[config.mk]
export PLATFORM = sky130hd
export DESIGN_NAME = pipe_ctrl
export DESIGN_NICKNAME = d
export VERILOG_FILES = /design/src/rtl/pipe_ctrl.sv
export SDC_FILE = /design/constraint.sdc
export NUM_CORES = 1
export LEC_CHECK = 0
export CAP_MARGIN = 20
export CORE_MARGIN = 1
export CORE_UTILIZATION = 42
export CTS_BUF_LIST = sky130_fd_sc_hd__clkbuf_8
export DETAILED_ROUTE_END_ITERATION = 8
export PLACE_DENSITY = 0.77
export SLEW_MARGIN = 20
export SYNTH_ARGS = -nofsm -noshare
export SYNTH_HDL_FRONTEND = slang
export SYNTH_SLANG_ARGS = --single-unit
[constraint.sdc]
create_clock -name clk -period 3.8 [get_ports clk]
set_input_delay 0.76 -clock clk [delete_from_list [all_inputs] [get_ports clk]]
set_output_delay 0.76 -clock clk [all_outputs]
set_load 0.1 [all_outputs]
[src/rtl/pipe_ctrl.sv]
// pipe_ctrl -- central pipeline sequencer for the MINA core.
// Produces per-stage enable/flush controls, resolves load-use, redirect,
// fetch-wait and memory-wait priorities, sequences HALT through a drain
// window into HALTED, and keeps saturating stall/flush counters.
module pipe_ctrl #(
  parameter int REG_W        = 5,
  parameter int DRAIN_CYCLES = 3,
  parameter int CNT_W        = 32
) (
  input  logic             clk,
  input  logic             rst_n,
  input  logic [REG_W-1:0] id_rs1,
  input  logic [REG_W-1:0] id_rs2,
  input  logic             id_rs1_used,
  input  logic             id_rs2_used,
  input  logic             id_halt,
  input  logic             ex_valid,
  input  logic [REG_W-1:0] ex_rd,
  input  logic             ex_is_load,
  input  logic             ex_redirect,
  input  logic             imem_ready,
  input  logic             dmem_req,
  input  logic             dmem_ready,
  input  logic             resume,
  output logic             pc_en,
  output logic             if_id_en,
  output logic             if_id_flush,
  output logic             id_ex_en,
  output logic             id_ex_flush,
  output logic             ex_mem_en,
  output logic             halted,
  output logic [CNT_W-1:0] stall_count,
  output logic [CNT_W-1:0] flush_count
);

  typedef enum logic [1:0] {
    S_RUN    = 2'd0,
    S_DRAIN  = 2'd1,
    S_HALTED = 2'd2
  } state_e;

  // One bundle for every stage control so each pipeline situation is a
  // single named constant rather than six scattered assignments.
  typedef struct packed {
    logic pc_en;
    logic if_id_en;
    logic if_id_flush;
    logic id_ex_en;
    logic id_ex_flush;
    logic ex_mem_en;
  } ctrl_t;

  // Drain counter holds DRAIN_CYCLES-1 down to 0.
  localparam int DW = (DRAIN_CYCLES > 1) ? $clog2(DRAIN_CYCLES) : 1;
  localparam logic [DW-1:0] DRAIN_INIT = DW'(DRAIN_CYCLES - 1);
  localparam logic [CNT_W-1:0] CNT_MAX = {CNT_W{1'b1}};

  // Everything frozen: memory wait and HALTED.
  localparam ctrl_t C_FREEZE = '{pc_en: 1'b0, if_id_en: 1'b0, if_id_flush: 1'b0,
                                 id_ex_en: 1'b0, id_ex_flush: 1'b0, ex_mem_en: 1'b0};
  // Normal advance of every stage.
  localparam ctrl_t C_ADV    = '{pc_en: 1'b1, if_id_en: 1'b1, if_id_flush: 1'b0,
                                 id_ex_en: 1'b1, id_ex_flush: 1'b0, ex_mem_en: 1'b1};
  // Taken redirect: load target PC, kill the two younger instructions.
  localparam ctrl_t C_REDIR  = '{pc_en: 1'b1, if_id_en: 1'b0, if_id_flush: 1'b1,
                                 id_ex_en: 1'b0, id_ex_flush: 1'b1, ex_mem_en: 1'b1};
  // Load-use: hold PC and ID, insert a bubble into EX, let the load move on.
  localparam ctrl_t C_LDUSE  = '{pc_en: 1'b0, if_id_en: 1'b0, if_id_flush: 1'b0,
                                 id_ex_en: 1'b0, id_ex_flush: 1'b1, ex_mem_en: 1'b1};
  // Fetch wait / drain: hold PC, bubble into ID, older stages keep moving.
  localparam ctrl_t C_BUBID  = '{pc_en: 1'b0, if_id_en: 1'b0, if_id_flush: 1'b1,
                                 id_ex_en: 1'b1, id_ex_flush: 1'b0, ex_mem_en: 1'b1};
  // HALT in ID: HALT advances into EX, nothing new is fetched behind it.
  localparam ctrl_t C_HALTID = '{pc_en: 1'b0, if_id_en: 1'b1, if_id_flush: 1'b1,
                                 id_ex_en: 1'b1, id_ex_flush: 1'b0, ex_mem_en: 1'b1};
  // Reset: registers load bubbles, nothing is enabled.
  localparam ctrl_t C_RESET  = '{pc_en: 1'b0, if_id_en: 1'b0, if_id_flush: 1'b1,
                                 id_ex_en: 1'b0, id_ex_flush: 1'b1, ex_mem_en: 1'b0};

  state_e          state_q, state_d;
  logic [DW-1:0]   drain_q, drain_d;
  logic [CNT_W-1:0] stall_q, flush_q;

  logic  mem_wait;
  logic  rs1_hit, rs2_hit;
  logic  load_use;
  logic  redir_take;
  logic  stall_cyc;
  ctrl_t ctrl;

  assign mem_wait = dmem_req & ~dmem_ready;

  // Register 0 is hardwired zero, so a load to it never creates a hazard.
  assign rs1_hit  = id_rs1_used & (id_rs1 == ex_rd);
  assign rs2_hit  = id_rs2_used & (id_rs2 == ex_rd);
  assign load_use = ex_valid & ex_is_load & (ex_rd != '0) & (rs1_hit | rs2_hit);

  // Priority resolution of the stage controls and next-state selection.
  always_comb begin
    ctrl       = C_FREEZE;
    state_d    = state_q;
    drain_d    = drain_q;
    redir_take = 1'b0;
    unique case (state_q)
      S_RUN: begin
        if (mem_wait) begin
          // A held redirect is simply re-presented once the wait ends.
          ctrl = C_FREEZE;
        end else if (ex_redirect) begin
          ctrl       = C_REDIR;
          redir_take = 1'b1;
        end else if (load_use) begin
          ctrl = C_LDUSE;
        end else if (!imem_ready) begin
          ctrl = C_BUBID;
        end else if (id_halt) begin
          ctrl    = C_HALTID;
          state_d = S_DRAIN;
          drain_d = DRAIN_INIT;
        end else begin
          ctrl = C_ADV;
        end
      end
      S_DRAIN: begin
        if (mem_wait) begin
          ctrl = C_FREEZE;
        end else if (ex_redirect) begin
          // HALT was fetched down a mispredicted path; resume at the target.
          ctrl       = C_REDIR;
          redir_take = 1'b1;
          state_d    = S_RUN;
        end else begin
          ctrl = C_BUBID;
          if (drain_q == '0) begin
            state_d = S_HALTED;
          end else begin
            drain_d = drain_q - DW'(1);
          end
        end
      end
      S_HALTED: begin
        ctrl = C_FREEZE;
        if (resume) begin
          state_d = S_RUN;
        end
      end
      default: begin
        state_d = S_RUN;
      end
    endcase
    // Outputs present the reset pattern while reset is held.
    if (!rst_n) begin
      ctrl = C_RESET;
    end
  end

  assign stall_cyc = (state_q == S_RUN) & ~ctrl.pc_en;

  // Sequencer state and drain counter.
  always_ff @(posedge clk or negedge rst_n) begin
    if (!rst_n) begin
      state_q <= S_RUN;
      drain_q <= '0;
    end else begin
      state_q <= state_d;
      drain_q <= drain_d;
    end
  end

  // Saturating performance counters; they stick at all-ones.
  always_ff @(posedge clk or negedge rst_n) begin
    if (!rst_n) begin
      stall_q <= '0;
      flush_q <= '0;
    end else begin
      if (stall_cyc && (stall_q != CNT_MAX)) begin
        stall_q <= stall_q + CNT_W'(1);
      end
      if (redir_take && (flush_q != CNT_MAX)) begin
        flush_q <= flush_q + CNT_W'(1);
      end
    end
  end

  assign pc_en       = ctrl.pc_en;
  assign if_id_en    = ctrl.if_id_en;
  assign if_id_flush = ctrl.if_id_flush;
  assign id_ex_en    = ctrl.id_ex_en;
  assign id_ex_flush = ctrl.id_ex_flush;
  assign ex_mem_en   = ctrl.ex_mem_en;
  assign halted      = rst_n & (state_q == S_HALTED);
  assign stall_count = stall_q;
  assign flush_count = flush_q;

endmodule

==> results of run 1 <==
-- path summary, 6_finish.rpt --
check,from,to,slack (ns),depth (start not counted)
setup / recovery,ex_rd[1],pc_en,0.15,7
hold / removal,rst_n,state_q[1],0.41,1
setup reg to reg,stall_count[4],stall_count[23],1.37,7
hold reg to reg,drain_q[0],drain_q[0],0.49,1
max in group asynchronous,rst_n,stall_count[18],2.37,2
min in group clk,drain_q[0],drain_q[0],0.49,1
-- kinds of logic after synthesis --
| family | after synthesis | share of synthesized area, % |
|---|---|---|
| DFF | 68 | 49.3 |
| AOI/OAI and AO/OA | 25 | 5.12 |
| xor gates and xnor gates | 69 | 17.5 |
| adders and majority gates | 3 | 1.09 |
| muxes | 1 | 0.327 |
| and+or+nand+nor | 163 | 25.0 |
| buffers and inverters | 13 | 1.56 |
-- sequential cells by signal, indices dropped and copies added, names as in the netlist --
name	cells
stall_count	32
state_q	2
flush_count	32
drain_q	2
-- per-stage QoR --
step,instance area (µm²),setup WS [ns]
final,4810,0.155
after global routing,4810,0.0573
after CTS,4810,0.158
after detailed placement,4580,0.159
after global placement,4580,0.230
after floorplan,3450,-0.118
-- report_power, final --
part	internal, mW	switching (mW)	total [mW]
registers	0.811	0.117	0.928
clock network	0.429	0.260	0.689
logic	0.275	0.781	1.06
-- layout by cell type, fill, tap and decap left out, types with 9 or more instances in the layout --
cell and instances:
xnor2_1 41, nand2_1 31, xor2_1 28, nand4_1 20
nor3_1 14, nand3_1 21, clkdlybuf4s50_1 89, and3_1 12
inv_1 11, nor2_1 34, dfrtp_1 68, clkbuf_8 9
-- per-layer routing --
| metal | track usage (%) | vias to the layer above | share of wire (%) |
|---|---|---|---|
| li1 | - | 1397 | - |
| met1 | 24.2 | 1397 | 44 |
| met2 | 33.2 | 90 | 49 |
| met3 | 6.08 | 7 | 6.3 |
| met4 | 4.49 | 0 | 0.53 |
| met5 | 0 | - | 0 |
-- area by class of cell --
class / instances / area (µm²) / share of cell area (%)
well taps: 102 / 128 / 2.65
clock buffers: 9 / 124 / 2.58
flip-flops and latches: 68 / 1700 / 35.4
inverters: 9 / 33.8 / 0.702
clock inverters: 7 / 108 / 2.24
repair buffers: 98 / 1020 / 21.2
multi-input cells: 261 / 1700 / 35.3
-- worst max-delay path: cells and delay by family --
family	cells	cell delay [ns]
AO/OA/AOI/OAI	2	0.55
buffers and inverters	2	0.68
AND/OR/NAND/NOR	3	0.89
==> flow_metrics.py, run 1 <==
metrics = {
    "timing": {
        "tns_ns": 0,
        "skew_ns": 0.00832,
        "finalCritPeriodShare_pct": 95.9,
        "timing.hold.ws_ns": 0.407,
        "hold_viol": 0,
        "relSlewSlack_pct": 32.7,
        "setup_violations": 0,
        "worstMarginPinSlew_ns": 1.01,
        "final.min_clock_period_ns": 3.65,
        "rsz0062_at_grt": "no",
        "slew_viol_final": 0,
        "fmax_mhz": 274,
    },
    "logic_synthesis": {
        "synth_commonest_cells": "68 x dfrtp_1, 41 x xnor2_1, 34 x nor2_1",
        "synth_top_area_cell": "dfrtp_1",
        "ys_warn_count": 0,
        "async_flop_share_pct": 100,
        "ys_ff_latch": 68,
        "synth_fp_nets": 372,
        "synth.avg_cell_area_um2": 10.1,
        "yosysUniqueCellTypes": 48,
        "synth_most_common_cell": "dfrtp_1",
        "postSynthCellCount": 342,
        "synth-seq-area-share_pct": 49.3,
        "synth-edff-count": 0,
        "ys_top_cells_by_area": "dfrtp_1 49%, xnor2_1 10%, xor2_1 7.1%",
        "synth_top_area_share_pct": 49.3,
        "synth_area_um2": 3450,
        "ys.flop_type": "dfrtp_1",
    },
    "cts": {
        "clkLatencyLatePin_ns": 0.34,
        "ctsResizeCount": 0,
        "holdBufCountCts": 0,
        "cts_buffers": 9,
        "clock_path_buffers": 2,
        "postCtsSetupBuffers": 0,
        "cts-root-buf": "clkbuf_8",
        "path_clk_slew_ns": 0.07,
        "htree_levels": 3,
        "cts_tree": "yes",
        "clock_sinks": 68,
    },
    "setup_path": {
        "slowest_stage": "clkdlybuf4s50_1",
        "path_max_fanout": 6,
        "cp.arrival_ns": 2.89,
        "crit_chain": "clkdlybuf4s50_1 -> or3_1 -> o311a_1 -> and2_0 -> nand2b_1 -> o21ai_1 -> buf_12",
        "max_stage_delay_ns": 0.47,
        "criticalPathCategory": "primary input to primary output",
        "critical_path.startpoint_type": "primary input",
        "cp.required_ns": 3.04,
        "end_kind": "primary output",
    },
    "die": {
        "die_h_um": 92.6,
        "io_pins": 98,
        "dieArea_um2": 8580,
        "fp.coreArea_um2": 7850,
        "die_x_um": 92.6,
        "fp-row-count": 32,
        "start_util_pct": 43.9,
    },
    "global_route": {
        "grt_pass1_vias": 2789,
        "antenna_found_initial": 0,
        "grt_overflow": 0,
        "track_usage_pct": 19.5,
        "grt_pass1_wl_mm": 13.2,
        "grt_max_degree": 51,
    },
    "finish": {
        "final_core_util_pct": 61.3,
        "final-instance-count-excl-fill": 554,
        "drive_gt1_share_pct": 8.19,
        "final_nets": 477,
        "diodes": 0,
        "areaGrowthSynthToFinish_pct": 39.5,
        "fill_cells": 661,
    },
    "route": {
        "routed_wl_mm": 7.87,
        "vias_per_cell": 5.22,
        "remaining_drc_errors": 0,
        "vias": 2891,
        "drt.antenna.violating_nets": 0,
        "drt-initial-drc-count": 122,
        "drt_first_pass_iters": 4,
        "wl_per_cell_um": 14.2,
    },
    "placed_design": {
        "dp_hpwl_mm": 5.97,
        "port_buffers": 97,
        "gp_congestion": 0.851,
        "place_inst": 538,
    },
    "run_status": {
        "outcome": "completed",
    },
    "pwr": {
        "leakagePower_nw": 2.06,
        "ir_worst_vdd_uv": 510,
        "p_total_mw": 2.67,
        "p_per_area_nw_per_um2": 556,
    },
    "min_path": {
        "hp-class": "primary input to asynchronous set/reset pin",
    },
    "flow_run": {
        "drv_cap": 0,
    },
}
No activity file was read; power rests on OpenSTA's default activity.
==> run 2: changes to the inputs <==
CELL_PAD_IN_SITES_DETAIL_PLACEMENT = 1   (was unset)
CELL_PAD_IN_SITES_GLOBAL_PLACEMENT = 2   (was unset)
CORE_UTILIZATION = 32   (was 42)
PLACE_DENSITY = 0.92   (was 0.77)
==> run 2 against run 1 <==
  * Die area grew 31%
  * Critical path depth unchanged
  * Global-route usage down 1.7 points
  * Critical endpoint is now id_ex_en
  * Cell area barely moved
  * Clock skew rose by 0.0049 ns
==> flow_metrics.py, run 2 (same netlist as run 1, synthesis figures left out) <==
metrics = {
    "timing": {
        "hold_viol": 0,
        "skew_ns": 0.0132,
        "relSlewSlack_pct": 33.0,
        "slew_viol_final": 0,
        "final.min_clock_period_ns": 3.67,
        "tns_ns": 0,
        "setup_violations": 0,
        "timing.hold.ws_ns": 0.388,
        "rsz0062_at_grt": "no",
        "finalCritPeriodShare_pct": 96.5,
        "layout_setup_ws_ns": 0.134,
        "fmax_mhz": 273,
        "worstMarginPinSlew_ns": 1.00,
    },
    "global_route": {
        "grt_pass1_wl_mm": 15.8,
        "grt_overflow": 0,
        "grt_max_degree": 44,
        "antenna_found_initial": 0,
        "track_usage_pct": 17.8,
        "grt_pass1_vias": 3188,
    },
    "die": {
        "start_util_pct": 33.3,
        "fp-row-count": 37,
        "die_x_um": 106,
        "dieArea_um2": 11200,
        "io_pins": 98,
        "fp.coreArea_um2": 10400,
        "die_h_um": 106,
    },
    "cts": {
        "htree_levels": 3,
        "cts-root-buf": "clkbuf_8",
        "cts_tree": "yes",
        "clock_sinks": 68,
        "postCtsSetupBuffers": 0,
        "ctsResizeCount": 0,
        "clock_path_buffers": 2,
        "holdBufCountCts": 0,
        "path_clk_slew_ns": 0.08,
        "cts_buffers": 9,
        "clkLatencyLatePin_ns": 0.34,
    },
    "finish": {
        "final_area_um2": 4810,
        "areaGrowthSynthToFinish_pct": 39.6,
        "diodes": 0,
        "final_core_util_pct": 46.4,
        "seqCellArea_um2": 1700,
        "final_nets": 478,
        "final-instance-count-excl-fill": 588,
        "drive_gt1_share_pct": 8.41,
        "layout_common_cells": "89 x clkdlybuf4s50_1, 68 x dfrtp_1, 41 x xnor2_1",
        "final_common_cell": "clkdlybuf4s50_1",
        "fill_cells": 1173,
        "multi_input_area_um2": 1700,
    },
    "setup_path": {
        "cp.required_ns": 3.04,
        "cp.arrival_ns": 2.91,
        "end_kind": "primary output",
        "critical_path.startpoint_type": "primary input",
        "criticalPathCategory": "primary input to primary output",
        "path_max_fanout": 6,
    },
    "pwr": {
        "ir_worst_vdd_uv": 523,
        "p_per_area_nw_per_um2": 533,
        "leakagePower_nw": 2.04,
        "p_total_mw": 2.56,
    },
    "min_path": {
        "hp-class": "primary input to asynchronous set/reset pin",
    },
    "placed_design": {
        "port_buffers": 97,
        "placed_area_um2": 4630,
        "place_ws_ns": 0.133,
        "dp_hpwl_mm": 6.99,
        "place_inst": 573,
        "gp_congestion": 0.742,
    },
    "route": {
        "routed_wl_mm": 9.25,
        "vias": 2964,
        "drt-initial-drc-count": 49,
        "vias_per_cell": 5.04,
        "wl_per_cell_um": 15.7,
        "drt_first_pass_iters": 4,
        "drt.antenna.violating_nets": 0,
        "remaining_drc_errors": 0,
    },
    "run_status": {
        "outcome": "completed",
    },
    "flow_run": {
        "drv_cap": 0,
    },
}
-- run 2: changes by cell type in the layout (fill, tap and decap cells not counted), sizes merged --
cell	change
buf	+1
inv	-1
bufinv	-2
clkinv	+2
-- run 2: cell type report --
| class | instances | area share (%) |
|---|---|---|
| Timing Repair Buffer | 99 | 21.4 |
| Multi-Input combinational cell | 261 | 35.3 |
| Clock inverter | 6 | 1.20 |
| Sequential cell | 68 | 35.4 |
| Tap cell | 136 | 3.54 |
| Inverter | 9 | 0.702 |
| Clock buffer | 9 | 2.57 |
-- run 2: final timing paths --
path,cells after the start,to,start,slack (ns)
worst min register to register,1,flush_count[13],flush_count[13],0.49
worst min-delay path,1,stall_count[3],rst_n,0.39
min in group clk,1,flush_count[13],flush_count[13],0.49
worst max register to register,7,stall_count[23],stall_count[4],1.30
max in group asynchronous,2,drain_q[0],rst_n,2.53
worst max-delay path,7,id_ex_en,ex_rd[1],0.13
-- run 2: power by group --
group          internal [mW]  switching (mW)
clock                  0.295           0.274
sequential             0.811           0.115
combinational          0.277           0.791
total                   1.38            1.18
-- run 2: per-layer routing --
layer	share of wire [%]	vias up	GRT usage [%]
li1	-	1396	-
met1	44	1484	21.7
met2	51	75	31.7
met3	4.8	9	4.45
met4	0.80	0	3.57
met5	0	-	0
-- run 2: critical path: stages --
cell,delay (ns)
clkdlybuf4s50_1,0.47
or3_1,0.41
o311a_1,0.31
and2_0,0.26
a21oi_1,0.28
and2_1,0.22
buf_12,0.18
==> run 3: changes to the inputs <==
CORE_UTILIZATION = 30   (was 32)
HOLD_SLACK_MARGIN = 0.03   (was unset)
PLACE_DENSITY = 0.87   (was 0.92)
clock period = 3.4 ns   (was 3.8 ns; I/O delays follow)
==> run 3 against run 2 <==
  * Routed wire length grew 1.7%
  * Non-clock buffer count grew 6
  * Cell area shrank 0.60%
  * Clock power grew 35%
  * Clock skew is essentially flat
  * Register-to-register slack lost 0.37 ns
  * Worst setup slack lost 0.024 ns
  * Critical endpoint is now pc_en
==> flow_metrics.py, run 3 (same netlist as run 1, synthesis figures left out) <==
metrics = {
    "cts": {
        "htree_levels": 3,
        "postCtsSetupBuffers": 0,
        "path_clk_slew_ns": 0.07,
        "cts_tree": "yes",
        "cts-root-buf": "clkbuf_8",
        "clkLatencyLatePin_ns": 0.36,
        "cts_buffers": 9,
        "clock_sinks": 68,
        "ctsResizeCount": 0,
        "holdBufCountCts": 0,
        "clock_path_buffers": 2,
    },
    "finish": {
        "final_nets": 484,
        "final_core_util_pct": 43.4,
        "final_common_cell": "buf_4",
        "drive_gt1_share_pct": 24.7,
        "fill_cells": 1285,
        "final_area_um2": 4780,
        "multi_input_area_um2": 1710,
        "areaGrowthSynthToFinish_pct": 38.7,
        "layout_common_cells": "73 x buf_4, 68 x dfrtp_1, 41 x xnor2_1",
        "seqCellArea_um2": 1700,
        "diodes": 0,
    },
    "global_route": {
        "grt_overflow": 0,
        "track_usage_pct": 17.1,
        "grt_pass1_wl_mm": 15.6,
        "antenna_found_initial": 0,
        "grt_pass1_vias": 3065,
        "grt_max_degree": 65,
    },
    "setup_path": {
        "path_max_fanout": 5,
        "cp.arrival_ns": 2.61,
        "criticalPathCategory": "primary input to primary output",
        "critical_path.startpoint_type": "primary input",
        "reg2reg_from": "stall_count[4]",
        "reg2reg_to": "stall_count[11]",
        "end_kind": "primary output",
        "r2r_cells": 7,
        "cp.required_ns": 2.72,
        "reg2reg_slack_ns": 0.93,
    },
    "route": {
        "wl_per_cell_um": 15.7,
        "routed_wl_mm": 9.41,
        "drt.antenna.violating_nets": 0,
        "drt_first_pass_iters": 4,
        "drt-initial-drc-count": 81,
        "remaining_drc_errors": 0,
        "vias": 2936,
        "vias_per_cell": 4.91,
    },
    "flow_run": {
        "drv_cap": 0,
    },
    "die": {
        "fp-row-count": 38,
        "die_h_um": 109,
        "io_pins": 98,
        "dieArea_um2": 11900,
        "start_util_pct": 31.3,
        "die_x_um": 109,
        "fp.coreArea_um2": 11000,
    },
    "placed_design": {
        "port_buffers": 97,
        "dp_hpwl_mm": 7.07,
        "placed_area_um2": 4560,
        "gp_congestion": 0.842,
    },
    "timing": {
        "timing.hold.ws_ns": 0.158,
        "tns_ns": 0,
        "relSlewSlack_pct": 43.7,
        "final.min_clock_period_ns": 3.29,
        "finalCritPeriodShare_pct": 96.8,
        "rsz0062_at_grt": "no",
        "setup_violations": 0,
        "worstMarginPinSlew_ns": 0.844,
        "slew_viol_final": 0,
        "hold_viol": 0,
        "fmax_mhz": 304,
        "skew_ns": 0.0131,
    },
    "min_path": {
        "hp-class": "primary input to asynchronous set/reset pin",
    },
    "pwr": {
        "ir_worst_vdd_uv": 596,
        "leakagePower_nw": 2.19,
        "p_per_area_nw_per_um2": 621,
    },
    "run_status": {
        "outcome": "completed",
    },
}
[run 3: critical path, cell delays in order]
cell and delay, ns:
clkdlybuf4s50_1 0.41, or3_1 0.37, o311a_1 0.31, and2_1 0.23, nand2b_1 0.21, o21ai_2 0.19
buf_12 0.20
[run 3: power breakdown]
| group | internal (mW) | switching [mW] |
|---|---|---|
| combinational | 0.285 | 0.884 |
| sequential | 0.906 | 0.127 |
| clock | 0.448 | 0.319 |
| total | 1.64 | 1.33 |
[run 3: layout make-up]
class	count	share of cell area, %
clock buffers	11	3.17
clock inverters	4	1.52
inverters	9	0.706
multi-input cells	261	35.8
flip-flops and latches	68	35.6
well taps	140	3.66
repair buffers	105	19.6
[run 3: through the flow]
step / power (mW) / worst slack (ns) / instances
final: 2.97 / 0.110 / 598
after global routing: 3.12 / 0.00702 / 598
after CTS: 3.02 / 0.00989 / 598
after detailed placement: 2.23 / 0.0219 / 583
after global placement: 2.21 / 0.0573 / 583
after floorplan: 1.90 / 0.126 / 342
[run 3: worst max-delay path by stage]
| stage | endpoint | slack, ns | from | cells after the start |
|---|---|---|---|---|
| after global routing | pc_en | 0.007 | ex_rd[1] | 7 |
| after floorplan | id_ex_en | 0.13 | dmem_ready | 4 |
| after detailed placement | id_ex_en | 0.02 | ex_rd[1] | 7 |
| final | pc_en | 0.11 | ex_rd[1] | 7 |
| after CTS | id_ex_en | 0.01 | ex_rd[1] | 7 |
| after global placement | id_ex_en | 0.06 | ex_rd[1] | 7 |
[run 3: routing by layer]
metal / vias up / GRT usage, % / part of all wire [%]
met1: 1451 / 22.3 / 46
met3: 8 / 5.74 / 5.2
met4: 0 / 4.95 / 1.3
met5: - / 0 / 0
met2: 64 / 26.7 / 47
li1: 1413 / - / -
